==> src/rtl/dmem_rmw_port_pkg.sv <==
// Shared definitions for the data-memory read-modify-write port:
// MemSrc bit positions, FSM states, per-class latencies and a one-hot helper.
package mem_pkg;

    localparam int MEMB  = 4;
    localparam int MEMH  = 3;
    localparam int LW    = 2;
    localparam int MEMBU = 1;
    localparam int MEMHU = 0;

    // Cycles from the accept edge to the rsp_valid cycle.
    localparam int LAT_ERR        = 1;
    localparam int LAT_WORD_ST    = 2;
    localparam int LAT_LOAD       = 3;
    localparam int LAT_SUBWORD_ST = 4;

    typedef enum logic [2:0] {
        ST_IDLE,
        ST_RD,
        ST_WAIT,
        ST_MERGE_WR,
        ST_WR,
        ST_RESP
    } state_e;

    function automatic logic is_onehot5(input logic [4:0] v);
        return (v != 5'd0) && ((v & (v - 5'd1)) == 5'd0);
    endfunction

endpackage

==> src/rtl/dmem_rmw_port_if.sv <==
// Core request/response channel plus the word-wide SRAM port of dmem_rmw_port.
// Handshake: a request transfers on a rising edge where req_valid && req_ready;
// rsp_valid is a single-cycle pulse with no back-pressure.
interface dmem_rmw_port_if #(
    parameter int ADDR_W = 32
);
    logic              req_valid;
    logic              req_ready;
    logic              req_we;
    logic [4:0]        req_memsrc;
    logic [ADDR_W-1:0] req_addr;
    logic [31:0]       req_wdata;
    logic              rsp_valid;
    logic [31:0]       rsp_rdata;
    logic              rsp_err;
    logic              sram_ce;
    logic              sram_we;
    logic [ADDR_W-3:0] sram_addr;
    logic [31:0]       sram_wdata;
    logic [31:0]       sram_rdata;

    modport slave (
        input  req_valid, req_we, req_memsrc, req_addr, req_wdata, sram_rdata,
        output req_ready, rsp_valid, rsp_rdata, rsp_err,
               sram_ce, sram_we, sram_addr, sram_wdata
    );

    modport master (
        output req_valid, req_we, req_memsrc, req_addr, req_wdata, sram_rdata,
        input  req_ready, rsp_valid, rsp_rdata, rsp_err,
               sram_ce, sram_we, sram_addr, sram_wdata
    );
endinterface

==> src/rtl/dmem_rmw_port_lane_extract.sv <==
// Picks the addressed byte/half out of an SRAM word and sign- or zero-extends it.
module lane_extract
    import mem_pkg::*;
(
    input  logic [31:0] word_i,
    input  logic [1:0]  lane_i,
    input  logic [4:0]  memsrc_i,
    output logic [31:0] data_o
);
    logic [7:0]  byte_sel;
    logic [15:0] half_sel;

    always_comb begin
        byte_sel = word_i[{lane_i, 3'b000} +: 8];
        half_sel = word_i[{lane_i[1], 4'b0000} +: 16];
        data_o   = word_i;
        if (memsrc_i[MEMB])       data_o = {{24{byte_sel[7]}}, byte_sel};
        else if (memsrc_i[MEMBU]) data_o = {24'h0, byte_sel};
        else if (memsrc_i[MEMH])  data_o = {{16{half_sel[15]}}, half_sel};
        else if (memsrc_i[MEMHU]) data_o = {16'h0, half_sel};
    end
endmodule

==> src/rtl/dmem_rmw_port.sv <==
// Load/store responder for a byte-enable-less word SRAM; sub-word stores are
// done as read-modify-write, loads return lane-extracted extended data.
module dmem_rmw_port
    import mem_pkg::*;
#(
    parameter int ADDR_W = 32
) (
    input  logic           clk,
    input  logic           rst_n,
    dmem_rmw_port_if.slave bus,
    output state_e         dbg_state_o
);
    state_e            state_q, state_d;
    logic              we_q, we_d;
    logic [4:0]        memsrc_q, memsrc_d;
    logic [ADDR_W-1:0] addr_q, addr_d;
    logic [31:0]       wdata_q, wdata_d;
    logic [31:0]       data_q, data_d;
    logic              err_q, err_d;
    logic              accept, req_err;
    logic [31:0]       load_data, merged;
    logic              ce, wen, rvalid, rdy;
    logic [31:0]       sram_wdata_c;

    assign accept  = bus.req_valid && (state_q == ST_IDLE);
    assign req_err = !is_onehot5(bus.req_memsrc)
                  || (bus.req_we && (bus.req_memsrc[MEMBU] || bus.req_memsrc[MEMHU]))
                  || ((bus.req_memsrc[MEMH] || bus.req_memsrc[MEMHU]) && bus.req_addr[0])
                  || (bus.req_memsrc[LW] && (bus.req_addr[1:0] != 2'b00));

    always_ff @(posedge clk) begin
        if (!rst_n) state_q <= ST_IDLE;
        else        state_q <= state_d;
    end

    always_comb begin
        state_d = state_q;
        case (state_q)
            ST_IDLE: begin
                if (accept) begin
                    if (req_err)                                 state_d = ST_RESP;
                    else if (bus.req_we && bus.req_memsrc[LW])   state_d = ST_WR;
                    else                                         state_d = ST_RD;
                end
            end
            ST_RD:       state_d = ST_WAIT;
            ST_WAIT:     state_d = we_q ? ST_MERGE_WR : ST_RESP;
            ST_MERGE_WR: state_d = ST_RESP;
            ST_WR:       state_d = ST_RESP;
            ST_RESP:     state_d = ST_IDLE;
            default:     state_d = ST_IDLE;
        endcase
    end

    always_comb begin
        ce           = 1'b0;
        wen          = 1'b0;
        rvalid       = 1'b0;
        rdy          = 1'b0;
        sram_wdata_c = wdata_q;
        case (state_q)
            ST_IDLE:     rdy = 1'b1;
            ST_RD:       ce  = 1'b1;
            ST_MERGE_WR: begin
                ce           = 1'b1;
                wen          = 1'b1;
                sram_wdata_c = data_q;
            end
            ST_WR: begin
                ce  = 1'b1;
                wen = 1'b1;
            end
            ST_RESP:     rvalid = 1'b1;
            default:     ;
        endcase
    end

    lane_extract u_lane_extract (
        .word_i   (bus.sram_rdata),
        .lane_i   (addr_q[1:0]),
        .memsrc_i (memsrc_q),
        .data_o   (load_data)
    );

    // Only the addressed lane is replaced; the rest of the word comes from the read.
    always_comb begin
        merged = bus.sram_rdata;
        if (memsrc_q[MEMB])      merged[{addr_q[1:0], 3'b000} +: 8]   = wdata_q[7:0];
        else if (memsrc_q[MEMH]) merged[{addr_q[1], 4'b0000} +: 16]   = wdata_q[15:0];
    end

    always_comb begin
        we_d     = we_q;
        memsrc_d = memsrc_q;
        addr_d   = addr_q;
        wdata_d  = wdata_q;
        err_d    = err_q;
        data_d   = data_q;
        if (accept) begin
            we_d     = bus.req_we;
            memsrc_d = bus.req_memsrc;
            addr_d   = bus.req_addr;
            wdata_d  = bus.req_wdata;
            err_d    = req_err;
            data_d   = 32'h0;
        end else if (state_q == ST_WAIT) begin
            data_d = we_q ? merged : load_data;
        end
    end

    always_ff @(posedge clk) begin
        if (!rst_n) begin
            we_q     <= 1'b0;
            memsrc_q <= 5'h0;
            addr_q   <= '0;
            wdata_q  <= 32'h0;
            err_q    <= 1'b0;
            data_q   <= 32'h0;
        end else begin
            we_q     <= we_d;
            memsrc_q <= memsrc_d;
            addr_q   <= addr_d;
            wdata_q  <= wdata_d;
            err_q    <= err_d;
            data_q   <= data_d;
        end
    end

    // Strobes are gated by reset so an abandoned RMW can never reach the SRAM.
    assign bus.req_ready  = rdy;
    assign bus.sram_ce    = ce & rst_n;
    assign bus.sram_we    = wen & rst_n;
    assign bus.rsp_valid  = rvalid & rst_n;
    assign bus.rsp_rdata  = (rvalid && !we_q && !err_q) ? data_q : 32'h0;
    assign bus.rsp_err    = rvalid & err_q;
    assign bus.sram_addr  = addr_q[ADDR_W-1:2];
    assign bus.sram_wdata = sram_wdata_c;
    assign dbg_state_o    = state_q;
endmodule

==> src/flat_wrapper.sv <==
// flat-port wrapper written by rule: the top's interface ports become plain ports
module dmem_rmw_port_flat import mem_pkg::*;
#(
    parameter int ADDR_W = 32
)
  (clk, rst_n, dbg_state_o, bus_req_valid, bus_req_we, bus_req_memsrc, bus_req_addr, bus_req_wdata, bus_sram_rdata, bus_req_ready, bus_rsp_valid, bus_rsp_rdata, bus_rsp_err, bus_sram_ce, bus_sram_we, bus_sram_addr, bus_sram_wdata);
  dmem_rmw_port_if #(.ADDR_W(ADDR_W)) bus_i ();
  input  logic clk;
  input  logic rst_n;
  output state_e dbg_state_o;
  input wire logic [$bits(bus_i.req_valid)-1:0] bus_req_valid;
  input wire logic [$bits(bus_i.req_we)-1:0] bus_req_we;
  input wire logic [$bits(bus_i.req_memsrc)-1:0] bus_req_memsrc;
  input wire logic [$bits(bus_i.req_addr)-1:0] bus_req_addr;
  input wire logic [$bits(bus_i.req_wdata)-1:0] bus_req_wdata;
  input wire logic [$bits(bus_i.sram_rdata)-1:0] bus_sram_rdata;
  output wire logic [$bits(bus_i.req_ready)-1:0] bus_req_ready;
  output wire logic [$bits(bus_i.rsp_valid)-1:0] bus_rsp_valid;
  output wire logic [$bits(bus_i.rsp_rdata)-1:0] bus_rsp_rdata;
  output wire logic [$bits(bus_i.rsp_err)-1:0] bus_rsp_err;
  output wire logic [$bits(bus_i.sram_ce)-1:0] bus_sram_ce;
  output wire logic [$bits(bus_i.sram_we)-1:0] bus_sram_we;
  output wire logic [$bits(bus_i.sram_addr)-1:0] bus_sram_addr;
  output wire logic [$bits(bus_i.sram_wdata)-1:0] bus_sram_wdata;
  assign bus_i.req_valid = bus_req_valid;
  assign bus_i.req_we = bus_req_we;
  assign bus_i.req_memsrc = bus_req_memsrc;
  assign bus_i.req_addr = bus_req_addr;
  assign bus_i.req_wdata = bus_req_wdata;
  assign bus_i.sram_rdata = bus_sram_rdata;
  assign bus_req_ready = bus_i.req_ready;
  assign bus_rsp_valid = bus_i.rsp_valid;
  assign bus_rsp_rdata = bus_i.rsp_rdata;
  assign bus_rsp_err = bus_i.rsp_err;
  assign bus_sram_ce = bus_i.sram_ce;
  assign bus_sram_we = bus_i.sram_we;
  assign bus_sram_addr = bus_i.sram_addr;
  assign bus_sram_wdata = bus_i.sram_wdata;
  dmem_rmw_port #(.ADDR_W(ADDR_W)) u_core (.clk(clk), .rst_n(rst_n), .bus(bus_i), .dbg_state_o(dbg_state_o));
endmodule
==> config.mk <==
export PLATFORM = sky130hd
export DESIGN_NAME = dmem_rmw_port_flat
export DESIGN_NICKNAME = d
export VERILOG_FILES = /design/src/rtl/dmem_rmw_port_pkg.sv /design/src/rtl/dmem_rmw_port_if.sv /design/src/rtl/dmem_rmw_port_lane_extract.sv /design/src/rtl/dmem_rmw_port.sv /design/src/flat_wrapper.sv
export SDC_FILE = /design/constraint.sdc
export NUM_CORES = 1
export LEC_CHECK = 0
export BUFFER_PORTS_ARGS = -buffer_cell sky130_fd_sc_hd__buf_2
export CAP_MARGIN = 15
export CELL_PAD_IN_SITES_DETAIL_PLACEMENT = 1
export CELL_PAD_IN_SITES_GLOBAL_PLACEMENT = 1
export CORE_MARGIN = 5
export CORE_UTILIZATION = 34
export DETAILED_ROUTE_END_ITERATION = 8
export PLACE_DENSITY_LB_ADDON = 0.1
export SLEW_MARGIN = 20
export SYNTH_ARGS = -nofsm -noshare
export SYNTH_HDL_FRONTEND = slang
export SYNTH_SLANG_ARGS = --single-unit
==> constraint.sdc <==
create_clock -name clk -period 2.3 [get_ports clk]
set_input_delay 0.46 -clock clk [delete_from_list [all_inputs] [get_ports clk]]
set_output_delay 0.46 -clock clk [all_outputs]
set_load 0.01 [all_outputs]
==> results.json <==
{
  "drc_errors": 0,
  "yosys_warnings": 0,
  "final_hold_viol_count": 0,
  "synthCells": 729,
  "r2r-start": "u_core.addr_q[1]",
  "max_freq_mhz": 454.9,
  "die_x_um": 147.7,
  "drt_iter0_markers": 310,
  "holdPathStages": 3,
  "grt_usage_pct": 21.79,
  "cts_made_buffers": 9,
  "swShare_pct": 31.89,
  "placed_area_um2": 7531,
  "h-tree-depth": 3,
  "hold_start": "bus_req_wdata[4]",
  "ant_nets": 0,
  "cts_sinks": 105,
  "syn_nets": 839,
  "fin_skew_ns": 0.009704,
  "yosys_register_bits": 105,
  "crit_type": "flop to output pin",
  "slew_headroom_pct": 44.32,
  "yosysSeqAreaShare_pct": 32.62,
  "clkTransAtPathRegs_ns": 0.08,
  "period_needed_ns": 2.198,
  "vdd_drop_max_mv": 0.3398,
  "syn2layout_area_growth_pct": 22.15,
  "seqPwrFrac_pct": 42.6,
  "worstPathMaxFanout": 17,
  "grt_max_degree": 49,
  "clockBufferDepth": 2,
  "critical_path.endpoint_type": "output pin",
  "r2r-end": "u_core.data_q[20]",
  "grt_overflow": 0,
  "power-per-cell-area_nw_per_um2": 618.4,
  "num_rows": 50,
  "antenna_found_initial": 0,
  "crit_path_start_kind": "flop",
  "dpl.hpwl_um": 18400,
  "pwr-share-clk_pct": 33.6,
  "drv_slew": 0,
  "reg2reg_slack_ns": 0.23,
  "setup_viol": 0,
  "postSynth.asyncResetShare_pct": 0,
  "synth_ff_type": "dfxtp_1",
  "die_h_um": 147.7,
  "nets": 984,
  "rsz0062_at_grt": "false",
  "globalplace.congestion": 0.9081,
  "cp.arrival_ns": 1.74,
  "insertion_delay_ns": 0.35,
  "syn_area_um2": 6445,
  "worst_hold_path.endpoint": "u_core.wdata_q[4]",
  "synth_most_common_cell": "dfxtp_1",
  "worst_pin_slew_ns": 0.8347,
  "timing.final.crit_share_pct": 95.57,
  "synth-edff-count": 0,
  "p_comb_share_pct": 23.8,
  "drt_wl_total_um": 24250,
  "synth_area_per_cell_um2": 8.841,
  "synth.distinct_cells": 58,
  "first_pass_iters": 5,
  "hold_class": "input pin to flop",
  "fin_tns_setup_ns": 0,
  "required_ns": 1.84,
  "internal-power_mw": 3.316,
  "via_per_inst": 5.641,
  "netlist_top_cells_area": "dfxtp_1 (33%), a22o_1 (7.9%), mux2_2 (7.0%), o221ai_1 (4.3%), buf_4 (4.0%)",
  "cts-root-buf": "clkbuf_16",
  "status": "finished, final reports clean",
  "fin_area_um2": 7873,
  "start_util_pct": 34.45,
  "yosys.area.top_type": "dfxtp_1",
  "n_antenna_cell": 0,
  "leakage_nw": 3.451,
  "num_vias": 6278,
  "postCtsHoldBufs": 0,
  "synth_top_cell_area_share_pct": 32.62,
  "r2r_cells": 5,
  "first_global_vias": 6677,
  "grt_pass1_wl_um": 37960,
  "ios": 207,
  "cts_tree": "yes",
  "core_area_um2": 18710,
  "cap_violations": 0,
  "p_sw_mw": 1.552,
  "wire_per_inst_um": 21.78,
  "synth_common_cells": "dfxtp_1 (105), a22o_1 (58), nand2_1 (50)",
  "layout-drive-gt1-share_pct": 37.88,
  "fp.dieArea_um2": 21810,
  "port-buffer-count": 206
}
## routing by layer
metal | vias to the layer above | part of all wire (%) | track usage [%]
met4 | 0 | 1.3 | 5.266
met2 | 167 | 49 | 38.08
met1 | 3123 | 45 | 27.94
li1 | 2964 | - | -
met3 | 24 | 4.4 | 3.832
met5 | - | 0 | 0
## flip-flops by register name, summed over array words and instances (netlist names)
register	count
u_core.dbg_state_o	3
u_core.memsrc_q	4
u_core.data_q	32
u_core.err_q	1
u_core.we_q	1
u_core.wdata_q	32
u_core.addr_q	32
## cell type report
type / count / area (um2)
clock buffers: 10 / 239.0
clock inverters: 6 / 75.07
fillers: 2238 / 10830
inverters: 44 / 165.2
multi-input cells: 476 / 3637
flip-flops and latches: 105 / 2110
well taps: 234 / 292.8
repair buffers: 238 / 1354
## power by group through the flow
stage	clock network (mW)	registers (mW)	logic, mW
global placement	0	2.10	1.12
CTS	1.70	2.07	1.16
detailed placement	0	2.11	1.16
floorplan	0	2.05	0.776
finish	1.64	2.07	1.16
global route	1.75	2.09	1.26
## critical path: stages (launching register included)
cell,delay [ns]
dfxtp_2,0.47
nand3b_1,0.23
buf_12,0.23
mux2_2,0.29
buf_2,0.14
## cells by family (layout without fill, tap and decap cells)
family          count (synthesis)  in the layout  share of synthesized area [%]
compound gates                241            241                          29.30
simple gates                  165            165                          13.42
buf+inv                       148            298                          11.43
flops                         105            105                          32.62
mux                            65             65                          12.27
fa+ha+maj                       5              5                         0.9707
## through the flow
stage	power, mW	hold slack [ns]	utilization (%)	std cells	worst slack [ns]
3_3_place_gp	3.225	0.4567	40.26	1097	0.2565
2_1_floorplan	2.829	0.4406	-	729	0.1472
4_1_cts	4.929	0.2887	41.97	1113	0.001917
3_5_place_dp	3.265	0.4595	40.26	1097	0.1824
6_report	4.868	0.3015	42.09	1113	0.1020
5_1_grt	5.104	0.3021	42.09	1113	0.01234
## what timing repair did
action / in CTS / in global routing
setup endpoints to repair: 64 / 41
gates resized for setup: 3 / 6
setup buffers: 0 / 0
## layout by cell type, fill, tap and decap left out, types with 17 or more instances in the layout
cell,netlist,final
buf_2,11,206
dfxtp_1,105,101
o211ai_1,33,33
buf_4,34,24
a21oi_1,17,17
a22o_1,58,58
nor3_1,19,18
o221ai_1,32,32
o21ai_0,29,29
mux2_2,40,40
nand3_1,23,23
and2_1,33,33
nand2_1,50,50
inv_1,44,44
## how the worst max path moves through the flow
stage | from | slack [ns] | endpoint | cells after the start
floorplan | u_core.addr_q[1] | 0.15 | u_core.data_q[24] | 9
global placement | bus_sram_rdata[15] | 0.26 | u_core.data_q[31] | 5
detailed placement | bus_sram_rdata[15] | 0.18 | u_core.data_q[20] | 5
CTS | u_core.dbg_state_o[0] | 0.002 | bus_rsp_rdata[0] | 6
global route | u_core.dbg_state_o[0] | 0.01 | bus_rsp_rdata[7] | 6
finish | u_core.dbg_state_o[1] | 0.10 | bus_sram_wdata[15] | 4
Power figures use the tool's default switching activity.
